$ cat src/rtl/seg_scan_if.sv
// seg_scan_if
//   Bundles the requester handshake and the display pins of seg_scan_arbiter.
//   master : the application side (drives requests and data, sees grants and pins)
//   slave  : the arbiter side
// Signals
//   req_a, req_b       level requests from requester A (primary) and B (secondary)
//   data_a, data_b     8-nibble hex values; nibble k is shown on digit k
//   grant_a, grant_b   current owner of the display (one-hot or both 0)
//   frame_done         one-cycle pulse in the last cycle of the digit-7 slot
//   led_en             digit enables, active-low, bit k = digit k
//   led_cx             segments {a,b,c,d,e,f,g,dp}, active-low
interface seg_scan_if;
  logic        req_a;
  logic [31:0] data_a;
  logic        req_b;
  logic [31:0] data_b;
  logic        grant_a;
  logic        grant_b;
  logic        frame_done;
  logic [7:0]  led_en;
  logic [7:0]  led_cx;

  modport master (
    output req_a, data_a, req_b, data_b,
    input  grant_a, grant_b, frame_done, led_en, led_cx
  );

  modport slave (
    input  req_a, data_a, req_b, data_b,
    output grant_a, grant_b, frame_done, led_en, led_cx
  );
endinterface

$ cat src/rtl/seg_scan_arbiter.sv
// seg_scan_arbiter
//   Time-shares an 8-digit seven-segment display between requester A (primary)
//   and requester B (secondary). Ownership changes only on frame boundaries,
//   the owner's value is latched once per frame, and each digit slot starts
//   with a blanking gap to suppress ghosting.
// Ports
//   clk   system clock
//   clr   asynchronous active-high reset
//   bus   seg_scan_if.slave: requests/data in, grants, frame_done, led_en, led_cx out
// Parameters
//   SCAN_DIV     cycles per digit slot (4..2^20)
//   BLANK_CYC    blanked cycles at the start of each slot (< SCAN_DIV)
//   HOLD_FRAMES  minimum frames an owner keeps the display under contention (>= 1)
// Build option
//   SEG_LEADING_ZERO_BLANK_EN  blank digits above the most-significant non-zero
//                              nibble (digit 0 always shown)
//
// state    | meaning
// ---------+-----------------------------------------------
// ST_IDLE  | nobody owns the display, all digits dark
// ST_OWN_A | requester A owns the display, grant_a = 1
// ST_OWN_B | requester B owns the display, grant_b = 1
module seg_scan_arbiter #(
  parameter int SCAN_DIV    = 100000,
  parameter int BLANK_CYC   = 1000,
  parameter int HOLD_FRAMES = 500
) (
  input  logic       clk,
  input  logic       clr,
  seg_scan_if.slave  bus
);

  localparam int SLOT_W = $clog2(SCAN_DIV);
  localparam int FRM_W  = $clog2(HOLD_FRAMES + 1);

  localparam logic [SLOT_W-1:0] SLOT_LAST  = SLOT_W'(SCAN_DIV - 1);
  localparam logic [SLOT_W-1:0] SLOT_BLANK = SLOT_W'(BLANK_CYC);
  localparam logic [FRM_W-1:0]  FRM_HOLD   = FRM_W'(HOLD_FRAMES - 1);
  localparam logic [FRM_W-1:0]  FRM_MAX    = FRM_W'(HOLD_FRAMES);

  typedef enum logic [1:0] {
    ST_IDLE  = 2'd0,
    ST_OWN_A = 2'd1,
    ST_OWN_B = 2'd2
  } state_t;

  state_t             state, state_nxt;
  logic [SLOT_W-1:0]  slot_cnt, slot_nxt;
  logic [2:0]         digit_idx, idx_nxt;
  logic [FRM_W-1:0]   frame_cnt, frm_nxt;
  logic [31:0]        latched, latch_nxt;
  logic               boundary;
  logic [3:0]         nib_nxt;
  logic [7:0]         en_nxt, cx_nxt;
  logic               fd_nxt;

  logic               grant_a_q, grant_b_q, frame_done_q;
  logic [7:0]         led_en_q, led_cx_q;

`ifdef SEG_LEADING_ZERO_BLANK_EN
  logic [2:0]         msd_nxt;
`endif

  // Segment order {a,b,c,d,e,f,g,dp}, active-low, dp always off.
  function automatic logic [7:0] hex_glyph(input logic [3:0] nib);
    logic [7:0] g;
    case (nib)
      4'h0: g = 8'h03;
      4'h1: g = 8'h9F;
      4'h2: g = 8'h25;
      4'h3: g = 8'h0D;
      4'h4: g = 8'h99;
      4'h5: g = 8'h49;
      4'h6: g = 8'h41;
      4'h7: g = 8'h1F;
      4'h8: g = 8'h01;
      4'h9: g = 8'h09;
      4'hA: g = 8'h11;
      4'hB: g = 8'hC1;
      4'hC: g = 8'h63;
      4'hD: g = 8'h85;
      4'hE: g = 8'h61;
      default: g = 8'h71;
    endcase
    return g;
  endfunction

  // The pins are decoded from the next-cycle counter/state values so that the
  // registered outputs line up exactly with the slot counter: blanking covers
  // slot cycles 0..BLANK_CYC-1 and a new owner shows from digit-0 cycle 0.
  always_comb begin
    boundary  = (digit_idx == 3'd7) && (slot_cnt == SLOT_LAST);

    slot_nxt  = slot_cnt + SLOT_W'(1);
    idx_nxt   = digit_idx;
    if (slot_cnt == SLOT_LAST) begin
      slot_nxt = '0;
      idx_nxt  = digit_idx + 3'd1;
    end

    state_nxt = state;
    frm_nxt   = frame_cnt;
    latch_nxt = latched;
    if (boundary) begin
      case (state)
        ST_IDLE: begin
          if (bus.req_a)      state_nxt = ST_OWN_A;
          else if (bus.req_b) state_nxt = ST_OWN_B;
        end
        ST_OWN_A: begin
          if (!bus.req_a)
            state_nxt = bus.req_b ? ST_OWN_B : ST_IDLE;
          else if (bus.req_b && (frame_cnt >= FRM_HOLD))
            state_nxt = ST_OWN_B;
        end
        ST_OWN_B: begin
          if (!bus.req_b)
            state_nxt = bus.req_a ? ST_OWN_A : ST_IDLE;
          else if (bus.req_a && (frame_cnt >= FRM_HOLD))
            state_nxt = ST_OWN_A;
        end
        default: state_nxt = ST_IDLE;
      endcase

      if (state_nxt != state)
        frm_nxt = '0;
      else if (frame_cnt != FRM_MAX)
        frm_nxt = frame_cnt + FRM_W'(1);

      case (state_nxt)
        ST_OWN_A: latch_nxt = bus.data_a;
        ST_OWN_B: latch_nxt = bus.data_b;
        default:  latch_nxt = 32'h0;
      endcase
    end

    nib_nxt = latch_nxt[{idx_nxt, 2'b00} +: 4];

    if ((state_nxt == ST_IDLE) || (slot_nxt < SLOT_BLANK))
      en_nxt = 8'hFF;
    else
      en_nxt = ~(8'b1 << idx_nxt);

    if (state_nxt == ST_IDLE)
      cx_nxt = 8'hFF;
    else
      cx_nxt = hex_glyph(nib_nxt);

`ifdef SEG_LEADING_ZERO_BLANK_EN
    msd_nxt = 3'd0;
    for (int k = 1; k < 8; k++) begin
      if (latch_nxt[k*4 +: 4] != 4'h0) msd_nxt = 3'(k);
    end
    if (idx_nxt > msd_nxt) cx_nxt = 8'hFF;
`endif

    fd_nxt = (idx_nxt == 3'd7) && (slot_nxt == SLOT_LAST);
  end

  always_ff @(posedge clk or posedge clr) begin
    if (clr) begin
      slot_cnt     <= '0;
      digit_idx    <= 3'd0;
      frame_cnt    <= '0;
      state        <= ST_IDLE;
      latched      <= 32'h0;
      grant_a_q    <= 1'b0;
      grant_b_q    <= 1'b0;
      frame_done_q <= 1'b0;
      led_en_q     <= 8'hFF;
      led_cx_q     <= 8'hFF;
    end else begin
      slot_cnt     <= slot_nxt;
      digit_idx    <= idx_nxt;
      frame_cnt    <= frm_nxt;
      state        <= state_nxt;
      latched      <= latch_nxt;
      grant_a_q    <= (state_nxt == ST_OWN_A);
      grant_b_q    <= (state_nxt == ST_OWN_B);
      frame_done_q <= fd_nxt;
      led_en_q     <= en_nxt;
      led_cx_q     <= cx_nxt;
    end
  end

  assign bus.grant_a    = grant_a_q;
  assign bus.grant_b    = grant_b_q;
  assign bus.frame_done = frame_done_q;
  assign bus.led_en     = led_en_q;
  assign bus.led_cx     = led_cx_q;

endmodule
$ cat src/flat_wrapper.sv
// flat-port wrapper written by rule: the top's interface ports become plain ports
module seg_scan_arbiter_flat 
#(
  parameter int SCAN_DIV    = 100000,
  parameter int BLANK_CYC   = 1000,
  parameter int HOLD_FRAMES = 500
)
  (clk, clr, bus_req_a, bus_data_a, bus_req_b, bus_data_b, bus_grant_a, bus_grant_b, bus_frame_done, bus_led_en, bus_led_cx);
  seg_scan_if bus_i ();
  input  logic clk;
  input  logic clr;
  input wire logic [$bits(bus_i.req_a)-1:0] bus_req_a;
  input wire logic [$bits(bus_i.data_a)-1:0] bus_data_a;
  input wire logic [$bits(bus_i.req_b)-1:0] bus_req_b;
  input wire logic [$bits(bus_i.data_b)-1:0] bus_data_b;
  output wire logic [$bits(bus_i.grant_a)-1:0] bus_grant_a;
  output wire logic [$bits(bus_i.grant_b)-1:0] bus_grant_b;
  output wire logic [$bits(bus_i.frame_done)-1:0] bus_frame_done;
  output wire logic [$bits(bus_i.led_en)-1:0] bus_led_en;
  output wire logic [$bits(bus_i.led_cx)-1:0] bus_led_cx;
  assign bus_i.req_a = bus_req_a;
  assign bus_i.data_a = bus_data_a;
  assign bus_i.req_b = bus_req_b;
  assign bus_i.data_b = bus_data_b;
  assign bus_grant_a = bus_i.grant_a;
  assign bus_grant_b = bus_i.grant_b;
  assign bus_frame_done = bus_i.frame_done;
  assign bus_led_en = bus_i.led_en;
  assign bus_led_cx = bus_i.led_cx;
  seg_scan_arbiter #(.SCAN_DIV(SCAN_DIV), .BLANK_CYC(BLANK_CYC), .HOLD_FRAMES(HOLD_FRAMES)) u_core (.clk(clk), .clr(clr), .bus(bus_i));
endmodule
$ cat config.mk
export PLATFORM = sky130hd
export DESIGN_NAME = seg_scan_arbiter_flat
export DESIGN_NICKNAME = d
export VERILOG_FILES = /design/src/rtl/seg_scan_if.sv /design/src/rtl/seg_scan_arbiter.sv /design/src/flat_wrapper.sv
export SDC_FILE = /design/constraint.sdc
export NUM_CORES = 1
export LEC_CHECK = 0
export BUFFER_PORTS_ARGS = -buffer_cell sky130_fd_sc_hd__buf_2
export CORE_ASPECT_RATIO = 2
export CORE_MARGIN = 3
export CORE_UTILIZATION = 40
export DETAILED_ROUTE_END_ITERATION = 10
export PLACE_DENSITY_LB_ADDON = 0.25
export SLEW_MARGIN = 0
export SYNTH_ARGS = -nofsm -noshare
export SYNTH_HDL_FRONTEND = slang
export SYNTH_SLANG_ARGS = --single-unit
$ cat constraint.sdc
create_clock -name clk -period 5.6 [get_ports clk]
set_input_delay 0.84 -clock clk [delete_from_list [all_inputs] [get_ports clk]]
set_output_delay 0.84 -clock clk [all_outputs]
set_load 0.02 [all_outputs]
==> Yosys cells after proc, flatten, opt, wreduce, memory -nomap -nowiden <==
Memory sizes are Yosys's and may differ from the RTL's.
Index checks and enable logic that the tools add are counted.
Widths: inputs -> output; s select.
{ "op_classes": {"addsub": 3, "shift": 2, "n_lt_le_gt_ge": 2, "mux": 19, "bitwise_logic": 1, "n_reduce_logical": 9, "n_eq_ne": 12} }
{ "op_table": {"columns": ["cell", "n"], "rows": [
  ["$pmux 32 s2", 1],
  ["$eq 17x17->1 const B", 2],
  ["$mux 32", 1],
  ["$shiftx 32x6->4", 1],
  ["$mux 2", 9],
  ["$mux 9", 2],
  ["$add 17x1->17 const B", 1],
  ["$lt 17x10->1 const B", 1],
  ["$mux 17", 1],
  ["$mux 8", 2],
  ["$add 9x1->9 const B", 1],
  ["$ge 9x9->1 const B", 1],
  ["$ne 9x9->1 const B", 1],
  ["$not 8->8", 1],
  ["$shl 1x3->8 const A", 1],
  ["$eq 2x1->1 const B", 3],
  ["$eq 2x2->1 const B", 3],
  ["$eq 3x3->1 const B", 2],
  ["$pmux 2 s3", 1],
  ["$logic_and 1x1->1", 4],
  ["$logic_not 2->1", 2],
  ["$add 3x1->3 const B", 1],
  ["$mux 3", 1],
  ["$ne 2x2->1", 1],
  ["other kinds (4)", 4]
]} }
{ "word_totals": {"memories": 1, "out_inout_bits": 19, "input_bits": 68, "romBits": 112, "reg_bits": 82} }
{ "memory_table": {"columns": ["name", "words", "width", "read_ports", "rd_ports_with_merged_regs", "wr", "line_no", "text"], "rows": [
  ["(no name shown)", 16, 7, 1, 0, 0, "seg_scan_arbiter.sv:67", "case (nib)"]
]} }

==> Logic depth before layout (Yosys ltp) <==
Gate-level depths: netlist (run 1).
An unclocked memory read counts as a cell.
{ "depth": {"word_depth": 12, "depth_mapped": 23, "mapped_depth_nobuf": 20} }

==> Worst setup path after synthesis (run 1) <==
Ideal clock, no wire load.
{ "synth_timing": {"path_type": "register to register", "startpoint": "register u_core.frame_cnt[0]", "endpoint": "register u_core.led_cx_q[7], in the netlist u_core.bus.led_cx[7]", "path_stages_with_launch": 19, "n_path_buf": 3, "t_arrival_ps": 4461, "setup_slack_ps": 1061, "setup_time_ps": 78, "period_less_slack_ps": 4539, "path_cell_list": "dfrtp_1 > ha_1 > a2111oi_0 > nor3_1 > mux2i_1 > o211ai_1 > ha_1 > clkbuf_1 > clkbuf_1 > buf_1 > a22oi_1 > nor2_1 > nand3_1 > o311ai_0 > o31ai_4 > ha_1 > or4_1 > a21oi_1 > nor2_1"} }
{ "synth_via": {"elab_chain_len": 12, "elab_cells_between_ends": 18} }
{ "synth_lines": {"columns": ["element", "line_no", "text"], "rows": [
  ["start: declaration", "seg_scan_arbiter.sv:50", "logic [FRM_W-1:0] frame_cnt, frm_nxt;"],
  ["start signal: assignment", "seg_scan_arbiter.sv:175", "frame_cnt <= frm_nxt;"],
  ["$ge 9x9->1 *", "seg_scan_arbiter.sv:113, seg_scan_arbiter.sv:119", null],
  ["$logic_and 1x1->1 (on tied branches)", "seg_scan_arbiter.sv:119, seg_scan_arbiter.sv:113", null],
  ["$mux 2 (on tied branches)", "seg_scan_arbiter.sv:119, seg_scan_arbiter.sv:113", null],
  ["$mux 2 (on tied branches)", "seg_scan_arbiter.sv:117, seg_scan_arbiter.sv:111", null],
  ["$pmux 2 s3 *", "seg_scan_arbiter.sv:105", "case (state)"],
  ["$mux 2 *", "seg_scan_arbiter.sv:104", "if (boundary) begin"],
  ["$eq 2x2->1 or $eq 2x1->1 (tied branches)", "seg_scan_arbiter.sv:130", "case (state_nxt)"],
  ["$pmux 32 s2", "seg_scan_arbiter.sv:130", null],
  ["$mux 32", "seg_scan_arbiter.sv:104", null],
  ["$shiftx 32x6->4", "seg_scan_arbiter.sv:137", "nib_nxt = latch_nxt[{idx_nxt, 2'b00} +: 4];"],
  ["$mem_v2 16x7", null, null],
  ["$mux 8 *", "seg_scan_arbiter.sv:144", "if (state_nxt == ST_IDLE)"],
  ["net u_core.cx_nxt[7]", "seg_scan_arbiter.sv:54", "logic [7:0] en_nxt, cx_nxt;"],
  ["end signal: assignment", "seg_scan_arbiter.sv:182", "led_cx_q <= cx_nxt;"],
  ["end: declaration", "seg_scan_arbiter.sv:58", "logic [7:0] led_en_q, led_cx_q;"]
]} }
The timed path passes the listed nets; every way through them passes the cells marked *. The select of a mux whose other input is x is not followed.
A chain may end at the register's enable or synchronous reset.

==> Worst setup path in the final report (run 1) <==
Same ends and word-level chain as after synthesis.

==> reports/metrics.yaml, run 1 <==
yosysSeqAreaShare_pct: 41.0
drt_pass1_iterations: 5
dpl_cell_area_um2: 5500
utilization_pct: 47.7
worstPathRequired_ns: 5.86
gp_congestion: 0.899
slew-limit-headroom_pct: 41.9
synth_compound_area_share_pct: 18.1
ys_types: 70
hold_viol: 0
fin_area_um2: 5820
dp_worst_setup_slack_ns: 0.585
portBuffers: 85
p_comb_share_pct: 3.0
grt_util_met3_pct: 2.81
ctsLongestPathBuffers: 2
clkPwrFrac_pct: 49.6
fp-row-count: 57
synth_area_leaders: "dfrtp_1 33%, dfstp_2 7.9%, a22oi_1 5.4%"
synth_top_area_cell: "dfrtp_1"
syn_area_per_cell_um2: 9.57
clk_pin_slew_ns: 0.07
synthMuxAreaShare_pct: 9.74
syn-cell-area_um2: 4990
cp_slowest_stage_delay_ns: 0.78
synth-warning-count: 0
cts_resized: 0
antenna_found_initial: 0
synth_ff_type: "dfrtp_1"
syn_nets: 602
synth_top_family_by_area: "simple AND/OR/NAND/NOR gates"
syn_to_final_growth_pct: 16.7
grt_usage_pct: 19.6
ir_worst_vdd_v: 0.000142
chipWidth_um: 84.9
synth_xor_area_share_pct: 2.79
finalSetupTns_ns: 0
core_um2: 12200
final_nets: 677
final-setup-viol-count: 0
finalMaxSlewViolations: 0
drive_gt1_share_pct: 27.8
antenna_left: 0
synth.top_cell.area_share_pct: 33.1
crit_top_cell: "ha_1"
power_switching_mw: 0.263
vias_per_cell: 5.86
slowest_stage: "ha_1"
synth_seq_cells: 81
cts_tree: "yes"
async_flop_share_pct: 100
synth_simple_gate_area_share_pct: 20.4
gr-total-overflow: 0
mostFrequentLayoutCells: "85 x buf_2, 66 x dfrtp_1, 50 x nor2_1, 43 x nand2_1, 36 x a22oi_1"
drcViolationCount: 0
cts.sinks: 81
seq_power_share_pct: 47.4
cts_inserted_buffers: 9
cap_violations: 0
busiest_layer: "met2"
design.die.area_um2: 13900
grt_pass1_vias: 4412
cp_max_fo: 25
synth_edf_count: 0
final_common_cell: "buf_2"
n_antenna_cell: 0
wl_per_cell_um: 17.8
met2_usage_pct: 36.7
drt-total-wl_mm: 13.3
via_count: 4385
finalCriticalPeriod_ns: 5.01
path_class: "flip-flop to flip-flop"
gr-usage-met1_pct: 20.9
period_share_pct: 89.5
syn_inst: 521
h-tree-depth: 3
initial_utilization_pct: 40.9
max_freq_ghz: 0.200
hpwl_mm: 10.3
clk_latency_ns: 0.34
status: "complete, no violations"
switching_share_pct: 21.2
path_cells: "ha_1 > a2111oi_0 > nor3_1 > mux2i_1 > o211ai_1 > ha_1 > a22oi_1 > or4_1 > a211oi_1 > a2111oi_0 > nor2_2 > inv_1 > ha_1 > or4_1 > a21oi_1 > nor2_1"
ctsRootBufferMaster: "clkbuf_16"
worst_slack_ns: 0.591
grt_start_max_net_pins: 49
synthAdderAreaFrac_pct: 3.26
ctsHoldBuffers: 0
grt_pass1_wl_mm: 21.6
leakage_nw: 2.38
postCtsSetupRepairBufs: 0
die_h_um: 164
worstPathArrival_ns: 5.27
cp-start-kind: "flip-flop"
drtIter0Drc: 245
end_kind: "flip-flop"
min_path_type: "flip-flop to flip-flop"
finClkSkew_ns: 0.00954
cellPowerDensity_nw_per_um2: 213
worst_pin_slew_ns: 0.872
intPower_mw: 0.976
pin_count: 87
rsz0062_at_grt: "false"
==> kinds of logic (layout without fill, tap and decap cells) <==
logic type               Yosys count  count (layout)
flip-flops                        81              81
other                              1               1
buffers and inverters             52             132
AO/OA/AOI/OAI                    130             130
adder cells (fa/ha/maj)           13              13
AND/OR/NAND/NOR                  191             191
multiplexers                      38              38
XOR/XNOR                          15              15
==> critical path, delay by kind of cell, from the launching register on <==
family / cells / cell delay (ns)
adders and majority gates: 3 / 1.28
DFF: 1 / 0.44
and+or+nand+nor: 5 / 1.51
muxes: 1 / 0.16
buffers and inverters: 1 / 0.16
AOI/OAI and AO/OA: 6 / 1.37
==> state kept, by name (all words and copies together), names as in the netlist <==
| register | flops |
|---|---|
| u_core.latched | 32 |
| u_core.slot_cnt | 17 |
| u_core.frame_cnt | 9 |
| u_core.bus.led_en | 8 |
| u_core.bus.led_cx | 7 |
| u_core.digit_idx | 3 |
| u_core.state | 2 |
| u_core.bus.frame_done | 1 |
| u_core.bus.grant_a | 1 |
| u_core.bus.grant_b | 1 |
==> power groups by stage <==
| stage | clock network (mW) | logic (mW) | registers [mW] |
|---|---|---|---|
| after floorplan | 0 | 0.0111 | 0.597 |
| after global placement | 0 | 0.0378 | 0.597 |
| after detailed placement | 0 | 0.0387 | 0.598 |
| after CTS | 0.627 | 0.0388 | 0.587 |
| after global routing | 0.648 | 0.0441 | 0.587 |
| final | 0.615 | 0.0376 | 0.587 |
==> metal layers <==
layer | wire length (um) | vias to the layer above | part of all wire [%]
met2 | 7650 | 131 | 57
met5 | 0 | - | 0
li1 | - | 2090 | -
met4 | 385 | 0 | 2.9
met3 | 545 | 23 | 4.1
met1 | 4750 | 2141 | 36
==> area by class of cell <==
| cell class | instances | area [um^2] |
|---|---|---|
| fill | 1143 | 6380 |
| multi-input combinational | 388 | 2710 |
| sequential | 81 | 2050 |
| timing repair buffer | 91 | 470 |
| clock buffer | 11 | 253 |
| tap | 147 | 184 |
| inverter | 25 | 93.8 |
| clock inverter | 5 | 63.8 |
==> through the flow <==
step	hold WS [ns]	instances	total power [mW]
final	0.474	748	1.24
after CTS	0.475	748	1.25
after floorplan	0.429	521	0.608
after global routing	0.490	748	1.28
after detailed placement	0.460	732	0.636
after global placement	0.444	732	0.635
==> synthesized netlist by cell type, types with 8 or more instances <==
master and instances:
mux2i_1 8, ha_1 13, clkbuf_1 17, nor3_1 10, dfstp_2 15, mux2_2 23, nand3_1 21, xnor2_1 9
o21ai_0 33, a21oi_1 13, or4_1 15, dfrtp_1 66, inv_1 23, nor2_1 50, a211oi_1 8, nand2_1 43
a22oi_1 36
==> final timing paths <==
kind | cells after the start | start | slack [ns] | end
worst max-delay path | 16 | u_core.frame_cnt[0]$_DFFE_PP0P_ | 0.59 | u_core.bus.led_cx[7]$_DFF_PP1_
worst min-delay path | 2 | u_core.latched[29]$_DFF_PP0_ | 0.47 | u_core.latched[29]$_DFF_PP0_
worst max register to register | 16 | u_core.frame_cnt[0]$_DFFE_PP0P_ | 0.59 | u_core.bus.led_cx[7]$_DFF_PP1_
worst min register to register | 2 | u_core.latched[29]$_DFF_PP0_ | 0.47 | u_core.latched[29]$_DFF_PP0_
max in group asynchronous | 3 | clr | 3.91 | u_core.latched[0]$_DFF_PP0_
min in group asynchronous | 2 | clr | 0.62 | u_core.frame_cnt[8]$_DFFE_PP0P_
Note: power is estimated with default switching activity, not from simulation.
==> run 2, diff against run 1 <==
- ABC_AREA: not set -> 1
==> reports/metrics.yaml, run 2 <==
drt-total-wl_mm: 13.3
max_freq_ghz: 0.249
ctsHoldBuffers: 0
grt_pass1_wl_mm: 22.0
die_h_um: 165
hpwl_mm: 10.3
synth_top_area_cell: "dfrtp_1"
syn-cell-area_um2: 5060
ctsLongestPathBuffers: 2
top_register: "u_core.latched"
slowest_stage: "inv_1"
pin_count: 87
gr-total-overflow: 0
reg2reg_to: "u_core.bus.led_cx[6]$_DFF_PP1_"
portBuffers: 85
synth_seq_cells: 81
antenna_found_initial: 0
syn_to_final_growth_pct: 15.4
min_from: "u_core.slot_cnt[0]$_DFF_PP0_"
syn_inst: 671
yosysSeqAreaShare_pct: 40.5
fin_area_um2: 5830
cts_resized: 0
rrSetupSlack_ns: 1.58
rsz0062_at_grt: "false"
reg2regPathDepth: 22
finClkSkew_ns: 0.00579
initial_utilization_pct: 41.2
final_common_cell: "nand2_1"
worst_slack_ns: 1.58
finalSetupTns_ns: 0
grt_pass1_vias: 4635
slew-limit-headroom_pct: 43.9
ys_types: 41
dpl_cell_area_um2: 5530
status: "complete, no violations"
finalMaxSlewViolations: 0
min_path_type: "flip-flop to flip-flop"
critical-path-top-delay-family: "simple AND/OR/NAND/NOR gates"
async_flop_share_pct: 100
core_um2: 12300
hold_end: "u_core.slot_cnt[0]$_DFF_PP0_"
whs_path_depth: 1
synth_ff_type: "dfrtp_1"
largest_reg_flops: 32
h-tree-depth: 3
synth_edf_count: 0
cp_max_fo: 21
cts.sinks: 81
reg2reg_from: "u_core.frame_cnt[0]$_DFFE_PP0P_"
cts_inserted_buffers: 9
fp-row-count: 57
path_cells: "ha_1 > nor2_1 > a31oi_1 > nand2_1 > nand2_1 > nand2_1 > nand2_1 > inv_1 > ha_1 > inv_1 > nand2_1 > o21ai_1 > nand2_1 > nand2_1 > nand2_1 > nand3_1 > nand2_1 > ha_1 > nand3_1 > nor2_1 > nor2_1 > nand2_1"
fillers: 1221
mostFrequentLayoutCells: "227 x nand2_1, 85 x buf_2, 66 x dfrtp_1, 55 x inv_1, 51 x nand3_1"
crit_top_cell: "nand2_1"
synth.top_cell.area_share_pct: 32.7
synth-warning-count: 0
design.die.area_um2: 14100
cp-start-kind: "flip-flop"
drtIter0Drc: 261
reg.largest.list: "u_core.latched x32, u_core.slot_cnt x17, u_core.frame_cnt x9"
dp_worst_setup_slack_ns: 1.43
synthTopCellsByCount: "227 x nand2_1, 66 x dfrtp_1, 56 x inv_1"
syn_area_per_cell_um2: 7.54
synth_area_leaders: "dfrtp_1 33%, nand2_1 17%, dfstp_2 7.8%"
cp_slowest_stage_delay_ns: 0.56
cts_tree: "yes"
syn_nets: 752
final_nets: 826
finalCriticalPeriod_ns: 4.02
cellPowerDensity_nw_per_um2: 210
grt_start_max_net_pins: 54
drt_pass1_iterations: 4
final-setup-viol-count: 0
antenna_left: 0
synth_most_common_cell: "nand2_1"
gp_congestion: 0.876
grt_usage_pct: 19.8
ir_worst_vdd_v: 0.000157
worstPathRequired_ns: 5.88
worstPathArrival_ns: 4.30
vias_per_cell: 5.11
drcViolationCount: 0
clk_pin_slew_ns: 0.06
n_antenna_cell: 0
cap_violations: 0
wl_per_cell_um: 14.8
path_class: "flip-flop to flip-flop"
ctsRootBufferMaster: "clkbuf_16"
postCtsSetupRepairBufs: 0
end_kind: "flip-flop"
hold_viol: 0
leakage_nw: 2.92
via_count: 4580
drive_gt1_share_pct: 22.9
clk_latency_ns: 0.34
critPathBufInv: 2
chipWidth_um: 85.5
worst_pin_slew_ns: 0.841
period_share_pct: 71.8
## run 2: cell count changes after synthesis, sizes merged, moves of 7 or more
cell and delta:
a211oi -9, a22o +20, a22oi -36, and3 -7, inv +43, mux2 -24
mux2i -9, nand2 +198, nand3 +36, nand4 +19, nor2 +10, or4 -16
## run 2: logic make-up after synthesis
| group | Yosys count | synth area share (%) |
|---|---|---|
| fa+ha+maj | 13 | 3.22 |
| compound gates | 76 | 10.2 |
| simple gates | 397 | 36.0 |
| other cells | 1 | 0.0742 |
| buf+inv | 93 | 8.29 |
| xor+xnor | 10 | 1.73 |
| flops | 81 | 40.5 |
## run 2: stage by stage
step / util [%] / cells / power, mW / hold slack (ns)
2_1_floorplan: - / 671 / 0.606 / 0.430
3_3_place_gp: 45.1 / 881 / 0.633 / 0.453
3_5_place_dp: 45.1 / 881 / 0.634 / 0.454
4_1_cts: 47.6 / 897 / 1.24 / 0.471
5_1_grt: 47.6 / 897 / 1.26 / 0.490
6_report: 47.6 / 897 / 1.22 / 0.467
## run 2: layout make-up
cell class                 instances  area (um^2)  share of cell area (%)
clock buffer                      10          239                    4.10
clock inverter                     6         65.1                    1.12
inverter                          68          260                    4.46
multi-input combinational        497         2590                    44.4
sequential                        81         2050                    35.1
tap                              147          184                    3.15
timing repair buffer              88          448                    7.68
## run 2: how the worst max path moves through the flow
stage / from / endpoint / slack [ns] / cells past startpoint
floorplan: bus_req_a / u_core.bus.led_cx[6]$_DFF_PP1_ / 2.43 / 22
global placement: bus_req_a / u_core.bus.led_cx[6]$_DFF_PP1_ / 1.53 / 22
detailed placement: bus_req_a / u_core.bus.led_cx[6]$_DFF_PP1_ / 1.43 / 22
CTS: u_core.frame_cnt[0]$_DFFE_PP0P_ / u_core.bus.led_cx[6]$_DFF_PP1_ / 1.54 / 21
global route: u_core.frame_cnt[0]$_DFFE_PP0P_ / u_core.bus.led_cx[7]$_DFF_PP1_ / 1.10 / 23
finish: u_core.frame_cnt[0]$_DFFE_PP0P_ / u_core.bus.led_cx[6]$_DFF_PP1_ / 1.58 / 22
## run 2: per-layer routing
layer | share of wire [%] | GRT usage [%] | wire [um] | vias to the layer above
met3 | 3.3 | 2.65 | 444 | 21
li1 | - | - | - | 2322
met2 | 57 | 39.0 | 7630 | 106
met4 | 3.1 | 8.79 | 407 | 0
met5 | 0 | 0 | 0 | -
met1 | 36 | 20.1 | 4800 | 2131
## run 2: power breakdown
group	switching (mW)	total (mW)	internal, mW
Combinational	0.0199	0.0367	0.0169
Sequential	0	0.586	0.586
Clock	0.243	0.601	0.358
Total	0.263	1.22	0.961
